[src/rtl/quadrature_decoder.sv]
// Quadrature (A/B) receiver: synchronises and glitch-filters both channels,
// decodes each Gray-code step into a one-cycle direction pulse, keeps a
// wrapping two's-complement position count and a sticky illegal-jump flag.
//
// FSM states
//   state  | meaning
//   S_INIT | pipeline settling: filtered levels and prev_ab track the synced
//          | inputs directly, no steps decoded, position held
//   S_RUN  | normal decoding of filtered A/B against the previous sample
module quadrature_decoder #(
    parameter int SYNC_STAGES   = 2,
    parameter int FILTER_CYCLES = 4,
    parameter int CNT_WIDTH     = 16
) (
    input  logic                 clk,
    input  logic                 rst_n,
    input  logic                 A,
    input  logic                 B,
    input  logic                 clear,
    input  logic                 err_clr,
    output logic                 step_cw,
    output logic                 step_ccw,
    output logic                 dir,
    output logic [CNT_WIDTH-1:0] position,
    output logic                 err
);

    // Filter counter only needs to reach FILTER_CYCLES-1; keep at least one bit.
    localparam int FCW = (FILTER_CYCLES > 1) ? $clog2(FILTER_CYCLES) : 1;
    localparam logic [FCW-1:0] FC_LAST = FCW'(FILTER_CYCLES - 1);

    // INIT lasts long enough for a level present at reset release to reach
    // the filtered registers, so RUN never starts with a stale comparison.
    localparam int INIT_LEN = SYNC_STAGES + FILTER_CYCLES;
    localparam int ICW      = $clog2(INIT_LEN);
    localparam logic [ICW-1:0] INIT_LAST = ICW'(INIT_LEN - 1);

    localparam logic [CNT_WIDTH-1:0] CNT_ONE = CNT_WIDTH'(1);

    typedef enum logic {
        S_INIT,
        S_RUN
    } state_t;

    state_t                 r_state;
    logic [ICW-1:0]         r_init_cnt;
    logic [SYNC_STAGES-1:0] r_sync_a;
    logic [SYNC_STAGES-1:0] r_sync_b;
    logic [1:0]             r_f;          // filtered {A,B}
    logic [FCW-1:0]         r_fcnt [2];   // per-channel disagreement counters
    logic [1:0]             r_prev_ab;
    logic                   r_step_cw;
    logic                   r_step_ccw;
    logic                   r_dir;
    logic [CNT_WIDTH-1:0]   r_position;
    logic                   r_err;

    logic [1:0] w_s;        // synced {A,B}
    logic [1:0] w_delta;    // phase advance from prev_ab to filtered value

    // Map a Gray-coded AB pair to its position in the clockwise cycle
    // 00 -> 10 -> 11 -> 01, so a step is just a difference modulo 4.
    function automatic logic [1:0] gray_to_phase(input logic [1:0] ab);
        logic [1:0] ph;
        ph = 2'd0;
        case (ab)
            2'b00:   ph = 2'd0;
            2'b10:   ph = 2'd1;
            2'b11:   ph = 2'd2;
            default: ph = 2'd3;
        endcase
        return ph;
    endfunction

    assign w_s     = {r_sync_a[SYNC_STAGES-1], r_sync_b[SYNC_STAGES-1]};
    assign w_delta = gray_to_phase(r_f) - gray_to_phase(r_prev_ab);

    // Synchroniser chains for the asynchronous channel inputs.
    always_ff @(posedge clk or negedge rst_n) begin
        if (!rst_n) begin
            r_sync_a <= '0;
            r_sync_b <= '0;
        end else begin
            r_sync_a <= {r_sync_a[SYNC_STAGES-2:0], A};
            r_sync_b <= {r_sync_b[SYNC_STAGES-2:0], B};
        end
    end

    // Per-channel glitch filter: a new level must persist FILTER_CYCLES cycles.
    always_ff @(posedge clk or negedge rst_n) begin
        if (!rst_n) begin
            r_f <= '0;
            for (int i = 0; i < 2; i++) begin
                r_fcnt[i] <= '0;
            end
        end else begin
            for (int i = 0; i < 2; i++) begin
                if (r_state == S_INIT) begin
                    r_f[i]    <= w_s[i];
                    r_fcnt[i] <= '0;
                end else if (w_s[i] == r_f[i]) begin
                    r_fcnt[i] <= '0;
                end else if (r_fcnt[i] == FC_LAST) begin
                    r_f[i]    <= w_s[i];
                    r_fcnt[i] <= '0;
                end else begin
                    r_fcnt[i] <= r_fcnt[i] + FCW'(1);
                end
            end
        end
    end

    // Sequencing FSM with step decode, position counter and sticky error.
    always_ff @(posedge clk or negedge rst_n) begin
        if (!rst_n) begin
            r_state    <= S_INIT;
            r_init_cnt <= '0;
            r_prev_ab  <= '0;
            r_step_cw  <= 1'b0;
            r_step_ccw <= 1'b0;
            r_dir      <= 1'b0;
            r_position <= '0;
            r_err      <= 1'b0;
        end else begin
            r_step_cw  <= 1'b0;
            r_step_ccw <= 1'b0;
            if (err_clr) begin
                r_err <= 1'b0;
            end
            if (clear) begin
                r_position <= '0;
            end
            case (r_state)
                S_INIT: begin
                    r_prev_ab <= w_s;
                    if (r_init_cnt == INIT_LAST) begin
                        r_state <= S_RUN;
                    end else begin
                        r_init_cnt <= r_init_cnt + ICW'(1);
                    end
                end
                default: begin
                    r_prev_ab <= r_f;
                    case (w_delta)
                        2'd1: begin
                            r_step_cw <= 1'b1;
                            r_dir     <= 1'b1;
                            if (!clear) begin
                                r_position <= r_position + CNT_ONE;
                            end
                        end
                        2'd3: begin
                            r_step_ccw <= 1'b1;
                            r_dir      <= 1'b0;
                            if (!clear) begin
                                r_position <= r_position - CNT_ONE;
                            end
                        end
                        2'd2: begin
                            // A two-bit jump has no defined direction; flag it
                            // and leave position/dir untouched. Beats err_clr.
                            r_err <= 1'b1;
                        end
                        default: begin
                        end
                    endcase
                end
            endcase
        end
    end

    assign step_cw  = r_step_cw;
    assign step_ccw = r_step_ccw;
    assign dir      = r_dir;
    assign position = r_position;
    assign err      = r_err;

endmodule
[config.mk]
export PLATFORM = sky130hd
export DESIGN_NAME = quadrature_decoder
export DESIGN_NICKNAME = d
export VERILOG_FILES = /design/src/rtl/quadrature_decoder.sv
export SDC_FILE = /design/constraint.sdc
export NUM_CORES = 1
export LEC_CHECK = 0
export ABC_CLOCK_PERIOD_IN_PS = 4200
export CAP_MARGIN = 10
export CELL_PAD_IN_SITES_DETAIL_PLACEMENT = 2
export CELL_PAD_IN_SITES_GLOBAL_PLACEMENT = 2
export CORE_MARGIN = 5
export CORE_UTILIZATION = 37
export DETAILED_ROUTE_END_ITERATION = 6
export PLACE_DENSITY_LB_ADDON = 0.3
export SLEW_MARGIN = 20
export SYNTH_ARGS = -nofsm -noshare
export SYNTH_HDL_FRONTEND = slang
export SYNTH_SLANG_ARGS = --single-unit
[constraint.sdc]
create_clock -name clk -period 4.2 [get_ports clk]
set_clock_uncertainty 0.15 [all_clocks]
set_input_delay 0.63 -clock clk [delete_from_list [all_inputs] [get_ports clk]]
set_output_delay 0.63 -clock clk [all_outputs]
set_load 0.1 [all_outputs]
Word-level counts from Yosys, hierarchy flattened
Cells that the tools add are included.
W data, S select, Z words.
- add/subtract/negate cells: 6
- equality and inequality tests: 16
- mux-type cells: 30
- bitwise logic cells: 2
- reductions and logical operators: 7
- operators with widths (kind ; number):
    $mux W16 ; 4
    $pmux W16 S2 ; 1
    $add A16 B1 Y16 const B ; 1
    $eq A2 B2 Y1 const B ; 8
    $sub A16 B1 Y16 const B ; 1
    $mux W1 ; 15
    $mux W2 ; 7
    $pmux W2 S3 ; 2
    $reduce_and A2 Y1 ; 4
    $add A2 B1 Y2 const B ; 2
    $logic_not A2 Y1 ; 2
    $ne A2 B1 Y1 const B ; 2
    $ne A2 B2 Y1 const B ; 2
    $add A3 B1 Y3 const B ; 1
    $eq A3 B3 Y1 const B ; 1
    $eq A1 B1 Y1 ; 2
    $eq A2 B1 Y1 const B ; 1
    $not A1 Y1 ; 2
    $pmux W1 S2 ; 1
    $reduce_bool A2 Y1 ; 1
    $sub A2 B2 Y2 ; 1
- register bits: 36
- word-level logic and storage cells: 75

Logic depth before layout (Yosys ltp)
- depth after elaboration: 6
- depth in mapped cells: 9
- mapped depth without buffers: 7

Worst setup path before layout
Ideal clock, no wire load.
- kind: register to register
- from: register r_position[4] (netlist: position[4])
- to: register r_position[15] (netlist: position[15])
- setup time: 128 ps
- data arrival time: 2331 ps
- slack: 1591 ps
- cell stages (with the launch flop): 8
- clock period less this slack: 2609 ps
- path through: dfrtp_1 -> buf_2 -> or4_1 -> clkbuf_2 -> nor2_2 -> nand4b_1 -> a21oi_1 -> mux2_1
- longest elaborated chain between the ends: 4
- elaborated cells on any way between the ends: 6
- RTL lines (what ; line ; source):
    start, declared ; 55 ; logic [CNT_WIDTH-1:0] r_position;
    start signal, assigned ; 149 ; r_position <= r_position + CNT_ONE;
    start signal, assigned ; 156 ; r_position <= r_position - CNT_ONE;
    $sub A16 B1 Y16 or $add A16 B1 Y16 (tied branches) ; 156, 149 ;
    $mux W16 (on tied branches) ; 155, 148 ;
    $pmux W16 S2 * ; 144 ; case (w_delta)
    $mux W16 * ; 133 ; case (r_state)
Mark *: on every way between the ends. The rest lies on a longest branch, timed or not.
A chain may end at the register's enable or synchronous reset.

Final worst setup path
- from: register r_position[8] (netlist: position[8])
- to: output port position[8]
- RTL lines (what ; line ; source):
    end, declared ; 24 ; output logic [CNT_WIDTH-1:0] position,
No word-level cell between the ends.

==> results.cfg <==
[cts]
postCtsSetupRepairBufs = 0
cts-resized-gates = 0
cts_htree_levels = 2
clockBufferDepth = 2
clock_latency_ns = 0.29
cts.sinks = 36
cts_hold_buf = 0
cts_buffers = 5
cts_root_buf = clkbuf_8
tritoncts = yes
clk_pin_slew_ns = 0.07

[critical_path]
cp_cell_sequence = clkdlybuf4s50_1
regToRegSetupSlack_ns = 1.61
required_ns = 3.42
critPathMaxFanout = 9
worstSetupEndpointType = primary output
critPathMaxStageDelay_ns = 1.19
cp.arrival_ns = 1.98
r2r-end = position[4]
critPathBufInv = 1
crit_type = flip-flop to primary output
r2r_start = r_f[0]
reg2reg_depth = 6
cp_top_family = buffers and inverters
cp_slowest_cell = clkdlybuf4s50_1
crit_path_start_kind = flip-flop

[route]
wl_per_cell_um = 17.5
vias = 1542
drt-vias-per-instance = 5.34
drtPass1Iterations = 4
highest_layer = met4
drt_iter0_markers = 29
wl_met2_mm = 2.81
drc = 0
drtAntennaViolNets = 0
drt-met1-wl_mm = 2.05
wl_met3_um = 142
routed_wl_mm = 5.06

[placement]
post-place-ws_ns = 1.56
io_buffers = 25
place_congestion = 0.790
dp_hpwl_mm = 3.56

[worst_hold_path]
holdPathEnd = r_sync_b[1]
whs_path_depth = 0
hp-start = r_sync_b[0]
hold_class = flip-flop to flip-flop

[timing]
finalMaxSlewViolations = 0
finalCritPeriodShare_pct = 65.7
worst_pin_slew_ns = 1.01
fin_crit_ns = 2.76
maxSlewHeadroom_pct = 32.7
finalSetupViolCount = 0
setup_ws_ns = 1.44
max_freq_mhz = 363
rsz0062_at_grt = no
hold_viol = 0
tns_ns = 0

[synth]
yosysSeqAreaShare_pct = 47.4
ys_ff_latch = 36
synth.net_count = 209
synth_top_area_share_pct = 47.4
synth_area_mm2 = 0.00190
netlist_top_cells_area = dfrtp_1, nor2_1, ha_1
synthCells = 196
postSynthAreaPerCell_um2 = 9.70
yosysTopAreaCell = dfrtp_1
yosysWarnings = 0
synth.distinct_cells = 34

[global_routing]
overflow = 0
grt_max_degree = 37
antenna_found_initial = 0
grt_pass1_vias = 1706
grt_pass1_wl_mm = 8.56
track_usage_pct = 17.0

[finish]
final_nets = 231
layout-area-overhead-vs-synth_pct = 22.0
antenna_cells = 0
fillerInstances = 565
drive_gt1_share_pct = 9.13

[die]
die-height_um = 81.7
ios = 26
die_w_um = 81.7
start_util_pct = 37.7
die-area_mm2 = 0.00667
core_area_mm2 = 0.00504
num_rows = 26

[run_status]
outcome = completed

[job]
cap_violations = 0
-- flip-flops by register name (all words and copies together), names as in the netlist --
signal      count
dir             1
err             1
position       16
r_f             2
r_fcnt          4
r_init_cnt      3
r_prev_ab       2
r_state         1
r_sync_a        2
r_sync_b        2
step_ccw        1
step_cw         1
-- routing by layer --
| layer | global-route usage [%] | vias up |
|---|---|---|
| met2 | 31.1 | 22 |
| li1 | - | 716 |
| met1 | 19.6 | 798 |
| met5 | 0 | - |
| met4 | 5.48 | 0 |
| met3 | 3.73 | 6 |
-- synth_stat cells --
cell,instances
or4_1,4
a21oi_2,1
mux2_2,6
nand4b_1,1
nand2_1,12
buf_2,3
nand3_1,8
nand2b_1,3
nor2b_1,4
xor2_1,8
a211oi_1,1
buf_1,2
o21ai_0,7
dfrtp_1,36
or3b_2,1
clkbuf_2,1
ha_1,7
clkbuf_1,4
xor3_2,1
or3_1,1
buf_6,1
xnor2_1,10
a31oi_1,1
nor4_1,11
mux2_1,1
nor2_1,28
nor3_1,9
a21oi_1,6
inv_1,7
nor2_2,1
nand4_1,5
o21ai_1,3
xnor3_1,1
or2_2,1
-- worst max-delay path by stage --
stage                      from  cells after the start  slack [ns]            to
finish              position[8]                      1        1.44   position[8]
global route             r_f[0]                      6        1.28   position[4]
CTS                 position[4]                      1        1.42   position[4]
detailed placement       r_f[0]                      6        1.56   position[4]
global placement    position[8]                      1        1.77   position[8]
floorplan           position[4]                      7        1.59  position[15]
-- cell type report --
type / count / area, um2 / area share, %
clock buffers: 7 / 96.3 / 4.16
clock inverters: 1 / 30.0 / 1.30
inverters: 7 / 26.3 / 1.13
multi-input cells: 142 / 920 / 39.7
flip-flops and latches: 36 / 901 / 38.9
well taps: 70 / 87.6 / 3.78
repair buffers: 26 / 258 / 11.1
-- stage by stage --
stage / utilization, % / cell area (um2) / hold slack, ns / instances
2_1_floorplan: - / 1900 / 0.181 / 196
3_3_place_gp: 43.5 / 2190 / 0.187 / 281
3_5_place_dp: 43.5 / 2190 / 0.189 / 281
4_1_cts: 46.0 / 2320 / 0.204 / 289
5_1_grt: 46.0 / 2320 / 0.209 / 289
6_report: 46.0 / 2320 / 0.203 / 289
-- layout by cell type (no fill, tap or decap), drive strengths merged --
| master | instances |
|---|---|
| dfrtp | 36 |
| nor2 | 29 |
| clkdlybuf4s50 | 25 |
| nand2 | 12 |
| nor4 | 11 |
| xnor2 | 10 |
| o21ai | 10 |
| nor3 | 9 |
| nand3 | 8 |
| xor2 | 8 |
| inv | 7 |
| ha | 7 |
| clkbuf | 7 |
| a21oi | 7 |
| mux2 | 7 |
| nand4 | 5 |
| nor2b | 4 |
| or4 | 4 |
| nand2b | 3 |
| xor3 | 1 |
| or3b | 1 |
| xnor3 | 1 |
| or3 | 1 |
| or2 | 1 |
| a31oi | 1 |
| a211oi | 1 |
| nand4b | 1 |
| bufinv | 1 |
| buf | 1 |
-- cell families (layout without fill, tap and decap cells) --
logic type / count (synthesis) / in the layout / synth area share [%]
multiplexers: 7 / 7 / 4.15
AO/OA/AOI/OAI: 19 / 19 / 5.40
AND/OR/NAND/NOR: 89 / 89 / 23.4
adder cells (fa/ha/maj): 7 / 7 / 4.61
flip-flops: 36 / 36 / 47.4
buffers and inverters: 18 / 41 / 4.21
XOR/XNOR: 20 / 20 / 10.8
Power is not shown: default switching activity piles up to over one toggle a cycle in this logic, so the estimate is an artifact.
==> variant 1, RTL diff (same flow settings) <==
Reset style: synchronous (`rst_n`), changed in 3 clocked blocks. Comments in the files are not updated.
--- a/src/rtl/quadrature_decoder.sv
+++ b/src/rtl/quadrature_decoder.sv
@@ -76,7 +76,7 @@
     assign w_delta = gray_to_phase(r_f) - gray_to_phase(r_prev_ab);
 
     // Synchroniser chains for the asynchronous channel inputs.
-    always_ff @(posedge clk or negedge rst_n) begin
+    always_ff @(posedge clk) begin
         if (!rst_n) begin
             r_sync_a <= '0;
             r_sync_b <= '0;
@@ -87,7 +87,7 @@
     end
 
     // Per-channel glitch filter: a new level must persist FILTER_CYCLES cycles.
-    always_ff @(posedge clk or negedge rst_n) begin
+    always_ff @(posedge clk) begin
         if (!rst_n) begin
             r_f <= '0;
             for (int i = 0; i < 2; i++) begin
@@ -111,7 +111,7 @@
     end
 
     // Sequencing FSM with step decode, position counter and sticky error.
-    always_ff @(posedge clk or negedge rst_n) begin
+    always_ff @(posedge clk) begin
         if (!rst_n) begin
             r_state    <= S_INIT;
             r_init_cnt <= '0;
Formal check against the unedited RTL: same outputs for any inputs over 10 cycles, from zero or initial values and one cycle with rst_n low; that may be too few to reach the edited logic, so the function may still have changed.
==> variant 1 against the original RTL <==
Area after synthesis is 5.2% higher. Routed wire length is 25% higher. Final area is 2.9% higher. Setup slack worse by 0.085 ns. Sequential cell count stayed put. First-iteration DRC count grew to 5.9 times the old value.
Power is left out: it rests on default switching activity, and per cell area and clock period it moved more than threefold.
==> variant 1: results (changes against the original RTL) <==
run_status:
  status: "finished clean"  # unchanged
finish:
  final_nets: 268  # was 231
  fillCellCount: 590  # was 565
  n_antenna_cell: 0  # unchanged
  largest_register_ffs: 16  # unchanged
  drive_gt1_share_pct: 4.30  # was 9.13%
global_route:
  grt_usage_pct: 19.2  # was 17.0%
  grt_max_degree: 20  # was 37
  grt_pass1_wl_um: 10900  # was 8560 µm
  grt_antenna_before_repair: 0  # unchanged
  grt_pass1_vias: 1969  # was 1,706
worst_setup_path:
  critical_path_peak_fanout: 10  # was 9
  critPathTopFamily: "buffers and inverters"  # unchanged
  max_stage_delay_ns: 1.21  # was 1.19 ns
  worst_path_max_delay_cell: "clkdlybuf4s50_1"  # unchanged
  arrival_ns: 2.06  # was 1.98 ns
  rr_worst_depth: 7  # was 6
clock_network:
  cts.path.max_buffers: 2  # unchanged
  cts_resized: 0  # unchanged
  cts_root_buf: "clkbuf_8"  # unchanged
  htreeDepth: 2  # unchanged
  clock_latency_ns: 0.29  # about the same
  cts_setup_buffers: 0  # unchanged
  clk_pin_slew_ns: 0.08
  cts_buffers: 5  # unchanged
place:
  dpl.hpwl_um: 4410  # was 3560 µm
  place_area_um2: 2290  # was 2190 µm²
  place_congestion: 0.783  # was 0.790
  port_buffers: 25  # unchanged
logic_synthesis:
  synthFlopType: "dfxtp_1"  # was dfrtp_1
  synth-warning-count: 0  # unchanged
  synthTopCellsByCount: "dfxtp_1 (32), nor2_1 (22), nand2_1 (16)"  # was dfrtp_1 (36), nor2_1 (28), nand2_1 (12)
  ys_types: 52  # was 34
  synth-edff-count: 4  # was 0
  ys_top_cells_by_area: "dfxtp_1 (32%), edfxtp_1 (6.0%), ha_1 (4.4%)"  # was dfrtp_1 (47%), nor2_1 (5.5%), ha_1 (4.6%)
  ys_seq_area_share_pct: 38.0  # was 47.4%
  async_flop_share_pct: 0  # was 100%
route:
  drt_iter0_markers: 171  # was 29
  drt_first_pass_iters: 4  # unchanged
  via_per_inst: 5.67  # was 5.34
  wl_per_cell_um: 19.4  # was 17.5 µm
worst_hold_path:
  min_path_cells: 1  # was 0
  min_path_type: "reg2reg"  # unchanged
sta:
  worst_slew_margin_rel_pct: 33.9  # was 32.7%
==> variant 1: changes by cell type in the layout (fill, tap and decap cells not counted), moves of 6 or more <==
cell,before,now
dfrtp_1,36,0
mux2_2,6,0
a21oi_1,6,15
dfxtp_1,0,32
nor2_1,28,22
==> variant 1: routing by layer <==
| metal | GRT usage [%] | up-vias | share of wire [%] |
|---|---|---|---|
| met4 | 3.95 | 0 | 0.96 |
| met5 | 0 | - | 0 |
| li1 | - | 888 | - |
| met3 | 3.65 | 6 | 3.2 |
| met2 | 32.0 | 38 | 47 |
| met1 | 25.9 | 916 | 49 |
==> variant 1: metrics by stage <==
step | utilization (%) | worst slack, ns | cells
floorplan | - | 1.54 | 235
global route | 46.1 | 1.29 | 326
detailed placement | 44.3 | 1.57 | 318
CTS | 46.1 | 1.35 | 326
global placement | 44.3 | 1.65 | 318
finish | 46.1 | 1.36 | 326
==> variant 1: cell type report <==
class / count / area share, %
Multi-Input combinational cell: 179 / 48.7
Sequential cell: 36 / 31.9
Timing Repair Buffer: 25 / 10.5
Tap cell: 70 / 3.67
Clock buffer: 7 / 3.62
Inverter: 8 / 1.26
Clock inverter: 1 / 0.315
==> variant 1: kinds of logic after synthesis <==
| group | share of synthesized area [%] |
|---|---|
| other | 0.188 |
| flip-flops | 38.0 |
| AO/OA/AOI/OAI | 14.6 |
| adder cells (fa/ha/maj) | 4.38 |
| AND/OR/NAND/NOR | 29.3 |
| buffers and inverters | 4.38 |
| multiplexers | 1.00 |
| XOR/XNOR | 8.13 |
==> variant 1: worst paths after layout <==
path	startpoint	to	slack, ns
hold / removal	r_sync_b[0]$_SDFF_PN0_	r_sync_b[1]$_SDFF_PN0_	0.29
hold reg to reg	r_sync_b[0]$_SDFF_PN0_	r_sync_b[1]$_SDFF_PN0_	0.29
setup / recovery	position[2]$_SDFF_PN0_	position[2]	1.36
setup reg to reg	r_f[0]$_SDFFE_PN0P_	position[12]$_SDFF_PN0_	1.55
==> variant 2, RTL diff (same settings) <==
Made on the original files. Change the parameter `FILTER_CYCLES` from 4 to 8.
--- a/src/rtl/quadrature_decoder.sv
+++ b/src/rtl/quadrature_decoder.sv
@@ -9,7 +9,7 @@
 //   S_RUN  | normal decoding of filtered A/B against the previous sample
 module quadrature_decoder #(
     parameter int SYNC_STAGES   = 2,
-    parameter int FILTER_CYCLES = 4,
+    parameter int FILTER_CYCLES = 8,
     parameter int CNT_WIDTH     = 16
 ) (
     input  logic                 clk,
Function: same outputs for any inputs over 10 cycles, from zero or initial values and one cycle with rst_n low; that may be too few to reach the edited logic, so the function may still have changed.
==> variant 2 against the original RTL <==
Final area up 9.4%. Sequential cell count up 3. Utilization shrank 0.48 points. Critical path depth stayed put. Routed wire length increased by 10%. Cell count rose by 8.7%. Sequential share of layout area down 0.38 points. Synthesized cell count grew 13%. Global-route usage decreased by 0.65 points. First-iteration DRC count up 52%. Area after synthesis increased by 13%. Setup slack worse by 0.078 ns. Highest routed layer unchanged.
Power is left out: the tool's default activity adds up to more than one toggle a clock period on the data nets, which glitch-free logic cannot reach.
==> variant 2: results (changes against the original RTL) <==
sta:
  whs_ns: 0.210  # was 0.203 ns
  tightest_slew_ns: 0.979  # was 1.01 ns
  fmax_ghz: 0.353  # was 0.363 GHz
global_route:
  use_met1_pct: 21.3  # was 19.6%
  grt_usage_pct: 16.4  # was 17.0%
  grt_pass1_vias: 1881  # was 1,706
  grt_pass1_wl_um: 9650  # was 8560 µm
  grt_max_degree: 40  # was 37
route:
  wl_per_cell_um: 17.8  # was 17.5 µm
  met1_length_um: 2580  # was 2050 µm
  vias: 1705  # was 1,542
  via_per_inst: 5.43  # was 5.34
  wl_met3_um: 134  # was 142 µm
  drt_iter0_markers: 44  # was 29
worst_hold_path:
  worstHoldEndpoint: "r_sync_a[1]$_DFF_PN0_"  # was r_sync_b[1]$_DFF_PN0_
logic_synthesis:
  syn-num-nets: 236  # was 209
  netlist_instances: 221  # was 196
  ys_top_cells_by_area: "dfrtp_1 (45%), ha_1 (5.2%), xnor2_1 (4.9%)"  # was dfrtp_1 (47%), nor2_1 (5.5%), ha_1 (4.6%)
  synthTopCellsByCount: "dfrtp_1 (39), nor2_1 (25), nand2_1 (14)"  # was dfrtp_1 (36), nor2_1 (28), nand2_1 (12)
  synth_fa_ha_area_share_pct: 5.23  # was 4.61%
  ys_types: 44  # was 34
  synth_xor_area_share_pct: 9.59  # was 10.8%
run_status:
  status: "finished clean"  # unchanged
place:
  dpl.hpwl_um: 3900  # was 3560 µm
  place_congestion: 0.757  # was 0.790
  placed_cells: 306  # was 281
finish:
  area_growth_pct: 17.8  # was 22.0%
  final_nets: 256  # was 231
worst_setup_path:
  arrival_ns: 2.06  # was 1.98 ns
  r2r_end: "position[7]$_DFF_PN0_"  # was position[4]$_DFF_PN0_
  max_stage_delay_ns: 1.21  # was 1.19 ns
  critical_path_peak_fanout: 11  # was 9
  r2r_slack_ns: 1.58  # was 1.61 ns
[variant 2: cell count changes after synthesis, moves of 3 or more]
cell,unedited run,this run
a21oi_1,6,10
and3_1,0,4
clkbuf_1,4,8
dfrtp_1,36,39
nor2_1,28,25
nor4_1,11,6
o21ai_0,7,10
o21ai_1,3,0
o22ai_1,0,4
[variant 2: final cells by class]
cell class | instances | area share (%)
Clock buffer | 5 | 2.71
Clock inverter | 3 | 1.87
Inverter | 9 | 1.33
Multi-Input combinational cell | 161 | 42.4
Sequential cell | 39 | 38.5
Tap cell | 72 | 3.55
Timing Repair Buffer | 25 | 9.67
[variant 2: worst register-to-register path, cell delays in order, from the launching register on]
cell and delay (ns):
dfrtp_1 0.47, xnor2_1 0.17, ha_1 0.36, nand2b_1 0.34, or4_1 0.61, o22ai_1 0.18
xnor2_1 0.14, nor2_1 0.05
[variant 2: cells by family after synthesis]
logic type	after synthesis
compound gates	32
xor+xnor	20
fa+ha+maj	9
buf+inv	21
flops	39
mux	5
simple gates	95
